<file path="src/rtl/game_pkg.sv">
// Shared definitions for the game mode controller: one-hot state encodings and key indices.
package game_pkg;

  localparam int unsigned StateW  = 4;
  localparam int unsigned NumKeys = 5;
  localparam int unsigned FrameCntW = 10;

  typedef enum logic [StateW-1:0] {
    StStart = 4'b0001,
    StPlay  = 4'b0010,
    StPause = 4'b0100,
    StEnd   = 4'b1000
  } state_e;

  // Bit positions inside the packed key vector.
  localparam int unsigned KeyLeft  = 0;
  localparam int unsigned KeyRight = 1;
  localparam int unsigned KeyUp    = 2;
  localparam int unsigned KeyDown  = 3;
  localparam int unsigned KeyPause = 4;

endpackage

</file>
<file path="src/rtl/key_edge.sv">
// Key event generator: rising-edge detect or pass-through of debounced key levels.
module key_edge #(
  parameter int unsigned N        = 5,
  parameter int unsigned KEY_EDGE = 1
) (
  input  logic         clk,
  input  logic         rst,
  input  logic [N-1:0] key,
  output logic [N-1:0] key_ev
);

  logic [N-1:0] key_d_q;

  // Reset to all ones so keys held through reset do not fire on release.
  always_ff @(posedge clk) begin
    if (rst) begin
      key_d_q <= '1;
    end else begin
      key_d_q <= key;
    end
  end

  always_comb begin
    key_ev = key;
    if (KEY_EDGE != 0) begin
      key_ev = key & ~key_d_q;
    end
  end

endmodule

</file>
<file path="src/rtl/game_mode_ctrl.sv">
// Game mode FSM (start/play/pause/end) with frame-aligned video source selection.
module game_mode_ctrl
  import game_pkg::*;
#(
  parameter int unsigned COLOR_W    = 8,
  parameter int unsigned END_FRAMES = 180,
  parameter int unsigned KEY_EDGE   = 1,
  parameter logic        SYNC_IDLE  = 1'b1
) (
  input  logic               clk,
  input  logic               rst,
  input  logic               key_left,
  input  logic               key_right,
  input  logic               key_up,
  input  logic               key_down,
  input  logic               key_pause,
  input  logic               hit_wall,
  input  logic               hit_body,
  input  logic               frame_start,
  input  logic [COLOR_W-1:0] start_vga_r,
  input  logic [COLOR_W-1:0] start_vga_g,
  input  logic [COLOR_W-1:0] start_vga_b,
  input  logic [COLOR_W-1:0] play_vga_r,
  input  logic [COLOR_W-1:0] play_vga_g,
  input  logic [COLOR_W-1:0] play_vga_b,
  input  logic [COLOR_W-1:0] end_vga_r,
  input  logic [COLOR_W-1:0] end_vga_g,
  input  logic [COLOR_W-1:0] end_vga_b,
  input  logic               start_hs,
  input  logic               start_vs,
  input  logic               play_hs,
  input  logic               play_vs,
  input  logic               end_hs,
  input  logic               end_vs,
  output logic [3:0]         game_status,
  output logic               play_en,
  output logic [COLOR_W-1:0] vga_r,
  output logic [COLOR_W-1:0] vga_g,
  output logic [COLOR_W-1:0] vga_b,
  output logic               vga_hs,
  output logic               vga_vs
);

  localparam logic [FrameCntW-1:0] EndLast = FrameCntW'(END_FRAMES - 1);

  state_e               state_q, state_d;
  state_e               disp_sel_q;
  logic [FrameCntW-1:0] frame_cnt_q, frame_cnt_d;
  logic [NumKeys-1:0]   key_ev;
  logic                 dir_ev, pause_ev, start_ev, hit;

  logic [COLOR_W-1:0] vga_r_d, vga_g_d, vga_b_d;
  logic               vga_hs_d, vga_vs_d;
  logic [COLOR_W-1:0] vga_r_q, vga_g_q, vga_b_q;
  logic               vga_hs_q, vga_vs_q;

  key_edge #(
    .N        (NumKeys),
    .KEY_EDGE (KEY_EDGE)
  ) u_key_edge (
    .clk    (clk),
    .rst    (rst),
    .key    ({key_pause, key_down, key_up, key_right, key_left}),
    .key_ev (key_ev)
  );

  assign dir_ev   = |key_ev[KeyDown:KeyLeft];
  assign pause_ev = key_ev[KeyPause];
  // Left is deliberately not a start key.
  assign start_ev = key_ev[KeyRight] | key_ev[KeyUp] | key_ev[KeyDown];
  assign hit      = hit_wall | hit_body;

  always_comb begin
    state_d = state_q;
    unique case (state_q)
      StStart: if (start_ev) state_d = StPlay;
      StPlay: begin
        if (hit) begin
          state_d = StEnd;
        end else if (pause_ev) begin
          state_d = StPause;
        end
      end
      StPause: if (pause_ev) state_d = StPlay;
      StEnd: begin
        if (dir_ev || pause_ev || (frame_start && frame_cnt_q == EndLast)) begin
          state_d = StStart;
        end
      end
      default: state_d = StStart;
    endcase
  end

  always_comb begin
    frame_cnt_d = frame_cnt_q;
    if (state_q != StEnd && state_d == StEnd) begin
      frame_cnt_d = '0;
    end else if (state_q == StEnd && frame_start && frame_cnt_q != '1) begin
      frame_cnt_d = frame_cnt_q + 1'b1;
    end
  end

  always_comb begin
    vga_r_d  = start_vga_r;
    vga_g_d  = start_vga_g;
    vga_b_d  = start_vga_b;
    vga_hs_d = start_hs;
    vga_vs_d = start_vs;
    unique case (disp_sel_q)
      StPlay: begin
        vga_r_d  = play_vga_r;
        vga_g_d  = play_vga_g;
        vga_b_d  = play_vga_b;
        vga_hs_d = play_hs;
        vga_vs_d = play_vs;
      end
      StPause: begin
        vga_r_d  = play_vga_r >> 1;
        vga_g_d  = play_vga_g >> 1;
        vga_b_d  = play_vga_b >> 1;
        vga_hs_d = play_hs;
        vga_vs_d = play_vs;
      end
      StEnd: begin
        vga_r_d  = end_vga_r;
        vga_g_d  = end_vga_g;
        vga_b_d  = end_vga_b;
        vga_hs_d = end_hs;
        vga_vs_d = end_vs;
      end
      default: ;
    endcase
  end

  always_ff @(posedge clk) begin
    if (rst) begin
      state_q     <= StStart;
      disp_sel_q  <= StStart;
      frame_cnt_q <= '0;
      vga_r_q     <= '0;
      vga_g_q     <= '0;
      vga_b_q     <= '0;
      vga_hs_q    <= SYNC_IDLE;
      vga_vs_q    <= SYNC_IDLE;
    end else begin
      state_q     <= state_d;
      frame_cnt_q <= frame_cnt_d;
      // Screen source only changes at frame boundaries to avoid tearing.
      if (frame_start) begin
        disp_sel_q <= state_q;
      end
      vga_r_q  <= vga_r_d;
      vga_g_q  <= vga_g_d;
      vga_b_q  <= vga_b_d;
      vga_hs_q <= vga_hs_d;
      vga_vs_q <= vga_vs_d;
    end
  end

  assign game_status = state_q;
  assign play_en     = (state_q == StPlay);
  assign vga_r       = vga_r_q;
  assign vga_g       = vga_g_q;
  assign vga_b       = vga_b_q;
  assign vga_hs      = vga_hs_q;
  assign vga_vs      = vga_vs_q;

endmodule

</file>
<file path="config.mk">
export PLATFORM = sky130hd
export DESIGN_NAME = game_mode_ctrl
export DESIGN_NICKNAME = d
export VERILOG_FILES = /design/src/rtl/game_pkg.sv /design/src/rtl/key_edge.sv /design/src/rtl/game_mode_ctrl.sv
export SDC_FILE = /design/constraint.sdc
export NUM_CORES = 1
export LEC_CHECK = 0
export CORE_UTILIZATION = 42
export CTS_CLUSTER_SIZE = 14
export DETAILED_ROUTE_END_ITERATION = 8
export GPL_TIMING_DRIVEN = 0
export HOLD_SLACK_MARGIN = 0.1
export MAX_ROUTING_LAYER = met4
export PLACE_DENSITY = 0.85
export SLEW_MARGIN = 20
export SYNTH_ARGS = -nofsm -noshare
export SYNTH_HDL_FRONTEND = slang
export SYNTH_SLANG_ARGS = --single-unit
</file>
<file path="constraint.sdc">
create_clock -name clk -period 3.89 [get_ports clk]
set_input_delay 0.778 -clock clk [delete_from_list [all_inputs] [get_ports clk]]
set_output_delay 0.778 -clock clk [all_outputs]
set_load 0.01 [all_outputs]
</file>
; ---- Word-level counts from Yosys, hierarchy flattened
; Cells that the tools add are included.
[classes]
n_div = 0
n_eq_ne = 11
add_sub_neg = 1
bitwise_logic = 5
reduce_logical = 9
multipliers = 0
n_lt_le_gt_ge = 0
mux = 11
n_shift = 0
[op_table]
columns = operator, count
row1 = $pmux 8 s3, 3
row2 = $mux 4, 5
row3 = $pmux 4 s4, 1
row4 = $eq 4x4->1 const B, 3
row5 = $add 10x1->10 const B, 1
row6 = $eq 10x8->1 const B, 1
row7 = $ne 10x10->1 const B, 1
row8 = $eq 4x2->1 const B, 2
row9 = $eq 4x3->1 const B, 2
row10 = $and 5x5->5, 1
row11 = $not 5->5, 1
row12 = $eq 4x1->1 const B, 1
row13 = $logic_and 1x1->1, 4
row14 = $ne 4x4->1 const B, 1
row15 = $pmux 1 s2, 2
row16 = $reduce_or 2->1, 2
row17 = $reduce_or 4->1, 1
row18 = $or 1x1->1, 3
row19 = $logic_or 1x1->1, 2
[word_totals]
mem_bits_rw = 0
in_bits = 88
mem_count = 0
out_inout_bits = 31
latch_bits = 0
rom_bits = 0
register_bits = 49

; ---- Longest topological paths before layout
[depth]
ltp_word = 10
depth_mapped = 6

; ---- Cells and area by module
; Synthesis repeated with hierarchy kept, for this count alone.
[unflattened]
cells_unflattened = 248
hier_area_um2 = 2238.4
[by_module_without_submodules]
columns = module, area_each_um2, cells_each, n_inst
row1 = game_mode_ctrl, 2075.7, 233, 1
row2 = key_edge, 162.7, 15, 1

; ---- Worst setup path after synthesis
; OpenSTA, ideal clock, no wires.
[synth_path]
kind = flip-flop to output port
start = register state_q[1] (netlist: game_status[1])
end = output port play_en
stages_incl_launch_ff = 2
arrival_ps = 1113
required_time_ps = 3112
slack_ps = 1999
path_cell_list = dfxtp_1 -> nor4b_1
[synth_via]
elab_chain_len = 1
[synth_lines]
columns = item, line_no
row1 = from (decl), game_mode_ctrl.sv:46  ; state_e state_q, state_d;
row2 = from (signal assigned), game_mode_ctrl.sv:137  ; state_q <= StStart;
row3 = from (signal assigned), game_mode_ctrl.sv:146  ; state_q <= state_d;
row4 = $eq 4x2->1, game_mode_ctrl.sv:161  ; assign play_en = (state_q == StPlay);
row5 = to (decl), game_mode_ctrl.sv:36  ; output logic play_en,
; Every way passes these cells.

; ---- Final worst setup path
; Same ends and word-level chain as after synthesis.

==> run metrics <==
Initial DRT Pass Iterations 5; initial core utilization 0.437; Ys Warns 0; worst vdd ir 0.199 mV; Area contributors post-synth dfxtp_1 (44%), a222oi_1 (11%), a21oi_1 (6.9%), nand2_1 (5.4%), mux2i_1 (2.7%); Finish-stage setup viols 0; Worst setup SP type flop; Synth area leader dfxtp_1; post-DR vias/cell 5.72; Hold Path Class flop to flop; CTS root buf clkbuf_8; cts repair resizes 0; die height 74.9 microns; register area share after synthesis 0.439; cts bufs inserted 5; vias in the first global route 2,313; Leakage 1.36 nW; most frequent cells after synthesis dfxtp_1 (49), nand2_1 (32), a21oi_1 (31); final setup margin 1.21 ns; critical path cell sequence nor4b_1 -> clkdlybuf4s50_1; Buf/Inv on CP 1; Post-CTS Hold Fix Bufs 0; share of the synthesized area in the top cell type 0.439; syn avg cell area 9.23 sq um; first-pass GRT wire length 11.0 mm; WP data required 3.11 ns; dpl hpwl 5.62 mm; CTS clk-pin slew, worst paths 0.09 ns; RePlAce Congestion 0.870; RR Startpoint disp_sel_q[2]; Critical path origin game_status[1]; worst skew pair latency 0.31 ns; unrepaired setup endpoints after global routing no; TritonCTS clock tree yes; final std cells w/o fill 437; share of layout cells above drive strength 1 0.0926; relative slew slack 0.458; CTS max path bufs 2; CTS sink cnt 49; initial antenna violation count 0; final period utilization 0.690; # IOs 119; FP Rows 26; PwrDens 303 mW/mm^2; Worst Setup End Kind primary output; Worst Hold Launch frame_cnt_q[7]; largest net degree at the start of global routing 17; Ant. Diodes 0; fmax 0.373 GHz; routed len/inst 17.0 microns; vias 2,499; critical path type flop to primary output; setup TNS 0 ns; Setup Skew 0.00706 ns; flops & latches, synth 49; slowest stage cell on the critical path clkdlybuf4s50_1; pre-CTS setup slack 1.52 ns; die area 0.00561 sq mm; post-route ant nets 0; Cells after Synth 242; overall power 0.00109 W; starting DRC count in detailed routing 290; Main synth FF type dfxtp_1; Final Max Tran Viols 0; syn_nets 331; # H-tree levels 2; Die Wd 74.9 microns; CP top delay family buffers and inverters; final hold viol count 0; fin nets 455; critical path arrival 1.91 ns; minimum clock period 2.68 ns; GRT overflow 0; Worst-Margin Slew 0.811 ns; IO Port Bufs 117; Syn Std Cell Area 0.00223 sq mm; # Post-CTS Setup Buffers 0; most frequent cell after synthesis dfxtp_1; library cells used by synthesis 44; slowest cell delay on critical path 0.63 ns; placed insts 429; Crit Path Max Fanout 8; DRC viols 0; number of synthesized flops with an enable pin 0; outcome completed; area delta synth->final 61.5%; GRT Util Overall 0.268; Core Region 0.00511 sq mm; FFs w/ async S/R, synth 0; MaxCap Viol Count 0; WL final 7.43 mm
[where the power goes]
group | total (W) | switching [W] | internal, W
sequential | 0.000531 | 0.00000901 | 0.000522
clock | 0.000372 | 0.000179 | 0.000193
combinational | 0.000190 | 0.0000646 | 0.000125
total | 0.00109 | 0.000253 | 0.000840
[layout make-up]
class                   instances  area, sq um
repair buffers                117         1170
well taps                      70         87.6
fillers                       402         1500
flip-flops and latches         49          981
clock inverters                 3         46.3
plain buffers                  18          103
inverters                       5         18.8
multi-input cells             170         1130
clock buffers                   5         68.8
[through the flow]
| step | utilization | cell area (sq um) | hold WS [ns] |
|---|---|---|---|
| finish | 0.706 | 3610 | 0.504 |
| global route | 0.706 | 3610 | 0.553 |
| CTS | 0.706 | 3610 | 0.510 |
| detailed placement | 0.684 | 3490 | 0.496 |
| global placement | 0.684 | 3490 | 0.479 |
| floorplan | - | 2230 | 0.460 |
[worst paths after layout]
kind | endpoint | cells past startpoint | slack, ns
min | frame_cnt_q[7] | 2 | 0.50
min reg2reg | frame_cnt_q[7] | 2 | 0.50
max | play_en | 2 | 1.21
max reg2reg | vga_r[0] | 6 | 1.95
[cell families (layout without fill, tap and decap cells)]
kind of cell,count (synthesis),after routing,synth area share
AOI/OAI and AO/OA,75,75,0.245
xor gates and xnor gates,2,2,0.00784
adders and majority gates,1,1,0.00560
buffers and inverters,23,148,0.0543
DFF,49,49,0.439
muxes,6,6,0.0269
and+or+nand+nor,86,86,0.221
[worst min-delay path, stage by stage (launching register included)]
cell and delay [ns]:
dfxtp_1 0.34, o31ai_1 0.07, a21oi_1 0.06
[registers in the layout, indices dropped and copies added (netlist names)]
name / count
game_status: 4
vga_b: 8
u_key_edge.key_d_q: 5
vga_hs: 1
vga_vs: 1
vga_r: 8
frame_cnt_q: 10
vga_g: 8
disp_sel_q: 4
[cell usage in the layout, fill, tap and decap left out, types with 2 or more instances in the layout]
master / count
mux2i_1: 6
or2_2: 6
a21oi_1: 31
o21ai_0: 5
nand2_1: 32
nor4b_2: 3
nor4_1: 2
o211ai_1: 2
buf_2: 6
nand3_1: 6
nor3_1: 3
or3_1: 2
inv_1: 5
nor2_1: 9
nor4b_1: 3
o31ai_1: 5
nand4_1: 3
dfxtp_1: 49
buf_6: 3
and3_1: 2
clkdlybuf4s50_1: 117
clkbuf_8: 5
or4_1: 4
a222oi_1: 25
nor2b_1: 3
clkbuf_1: 7
[layer usage]
metal	vias to the layer above	part of all wire	global-route usage
met4	0	0.020	0.0839
li1	1181	-	-
met1	1199	0.41	0.326
met3	15	0.054	0.0482
met2	104	0.52	0.450
met5	-	0	-
(Power assumes the default switching activity.)
==> edit, RTL diff (same settings) <==
Change the parameter `COLOR_W` from 8 to 6.
--- a/src/rtl/game_mode_ctrl.sv
+++ b/src/rtl/game_mode_ctrl.sv
@@ -4,3 +4,3 @@
 #(
-  parameter int unsigned COLOR_W    = 8,
+  parameter int unsigned COLOR_W    = 6,
   parameter int unsigned END_FRAMES = 180,
Ports: changed (12 resized); port bits go from 119 to 95. The function was not compared with the original's and may differ.
==> edit against the unedited design <==
  * Setup slack improved by 0.057 ns
  * Routed wire length fell by 18%
  * Power fell by 16%
  * Largest cell class is now multi-input gates
  * Sequential cell count fell by 6
  * Critical path type unchanged
  * Critical path depth did not move
  * Non-clock buffer count fell by 26
  * Final area fell by 15%
  * Synthesized area fell by 12%
==> edit: results (changes against the unedited design) <==
* Initial DRT Pass Iterations at 5 (unchanged)
* Avg WL per Cell at 16.30 um (-4.1%)
* Clock slew at reported path FFs at 0.08 ns
* Via Count at 2,176 (-13%)
* Top cells by area, synth: dfxtp_1 44%, a222oi_1 9.7%, a21oi_1 5.9%, nand2_1 5.3%, mux2i_1 3.1%
* Slowest stage delay, CP at 0.63 ns (about the same)
* Initial DRC Count at 213 (-27%)
* CTS resizes at 0 (unchanged)
* Max FFs per register at 10 (unchanged)
* Syn_nets at 290 (-12%)
* Worst-margin pin slew at 0.7554 ns (-0.05574 ns)
* Crit-path slowest cell: clkdlybuf4s50_1
* Pleak at 1.158 nW (-15%)
* CTS Buf Count at 5 (unchanged)
* Crit path DAT at 1.85 ns (-0.06 ns)
* IO buf count at 94 (-20%)
* Outcome: finished clean
* Layout cells sized above 1 at 6.250% (-3.0 points)
* Maximum vdd ir drop at 0.2518 mV (+27%)
* Hold Crit Class: flop to flop
* CTS H-Tree Depth at 2 (unchanged)
* Delay-heaviest family, CP: buffers and inverters
* Post-synthesis sequential area ratio at 43.77% (-0.16 points)
* Diodes inserted at 0 (unchanged)
* Post-CTS Setup Bufs at 0 (unchanged)
* Synth warn at 0 (unchanged)
* Pin count of the biggest net entering global routing at 13 (-4)
* Synth top cells by count: 43 x dfxtp_1, 28 x nand2_1, 23 x a21oi_1
* Clock Tree Buf Depth at 2 (unchanged)
* Antenna violations before repair at 0 (unchanged)
* Hpwl dp at 4.570 mm (-19%)
* DP Area at 2973 um2 (-15%)
* Placer Congestion at 0.8555 (-1.7%)
* Layout Skew at 0.009673 ns (+0.002615 ns)
* Root buffer cell: clkbuf_8
* Async S/R FF share, synth at 0% (unchanged)
* Number of nets in the layout at 391 (-14%)
* Clk_lat worst skew at 0.29 ns (-0.02 ns)
* Max FO, Critical Path at 9 (+1)
* Register name with the most flops: frame_cnt_q
* Worst R2R Setup Slack at 1.93 ns (-0.02 ns)
* Vias in the first global route at 1,991 (-14%)
* Synth unique cells at 39 (-11%)
* First-pass GRT wire length at 9.494 mm (-14%)
* GR Util All Layers at 24.86% (-2.0 points)
* Switching power of the nets at 0.2116 mW (-16%)
-- edit: power by group through the flow --
stage	sequential [mW]	clock, mW	combinational, mW
after global placement	0.476	0	0.164
after floorplan	0.483	0	0.0460
after global routing	0.468	0.312	0.179
after detailed placement	0.477	0	0.168
final	0.466	0.280	0.170
after CTS	0.466	0.291	0.169
-- edit: per-layer routing --
metal  up-vias  track usage [%]  wire, um
met5         -                -         0
met4         0            12.44       193
met3        21            4.762       364
met2        94            40.53      3016
met1      1013            29.10      2491
li1       1048                -         -
-- edit: final cells by class --
type | instances | area [um2]
inverter | 8 | 30.03
timing repair buffer | 94 | 940.9
sequential | 43 | 860.8
fill | 357 | 1354
tap | 52 | 65.06
buffer | 15 | 66.31
clock inverter | 1 | 5.005
multi-input combinational | 153 | 1010
clock buffer | 6 | 82.58
-- edit: cell families after synthesis --
family / share of synthesized area [%]
mux: 3.054
simple gates: 22.52
fa+ha+maj: 0.6360
compound gates: 23.79
xor+xnor: 1.336
buf+inv: 4.898
flops: 43.77
-- edit: path summary, 6_finish.rpt --
path	startpoint	to	depth (start not counted)
max	game_status[1]	play_en	2
min	frame_cnt_q[1]	frame_cnt_q[1]	2
min reg2reg	frame_cnt_q[1]	frame_cnt_q[1]	2
max reg2reg	disp_sel_q[2]	vga_r[1]	4
-- edit: worst reg2reg max path: cells and delay by family (launching register included) --
family          cells  cell delay [ns]
flops               1             0.43
simple gates        1             0.66
buf+inv             1             0.43
compound gates      2             0.36
-- edit: through the flow --
stage          setup slack [ns]  hold slack [ns]  utilization, %  std cells  power [mW]
6_report                  1.263           0.4988           69.33        372      0.9159
5_1_grt                   1.174           0.5327           69.33        372      0.9595
4_1_cts                   1.233           0.4993           69.33        372      0.9263
3_5_place_dp              1.198           0.4875           67.35        365      0.6442
3_3_place_gp              1.191           0.4757           67.35        365      0.6405
2_1_floorplan             1.843           0.4562               -        219      0.5290
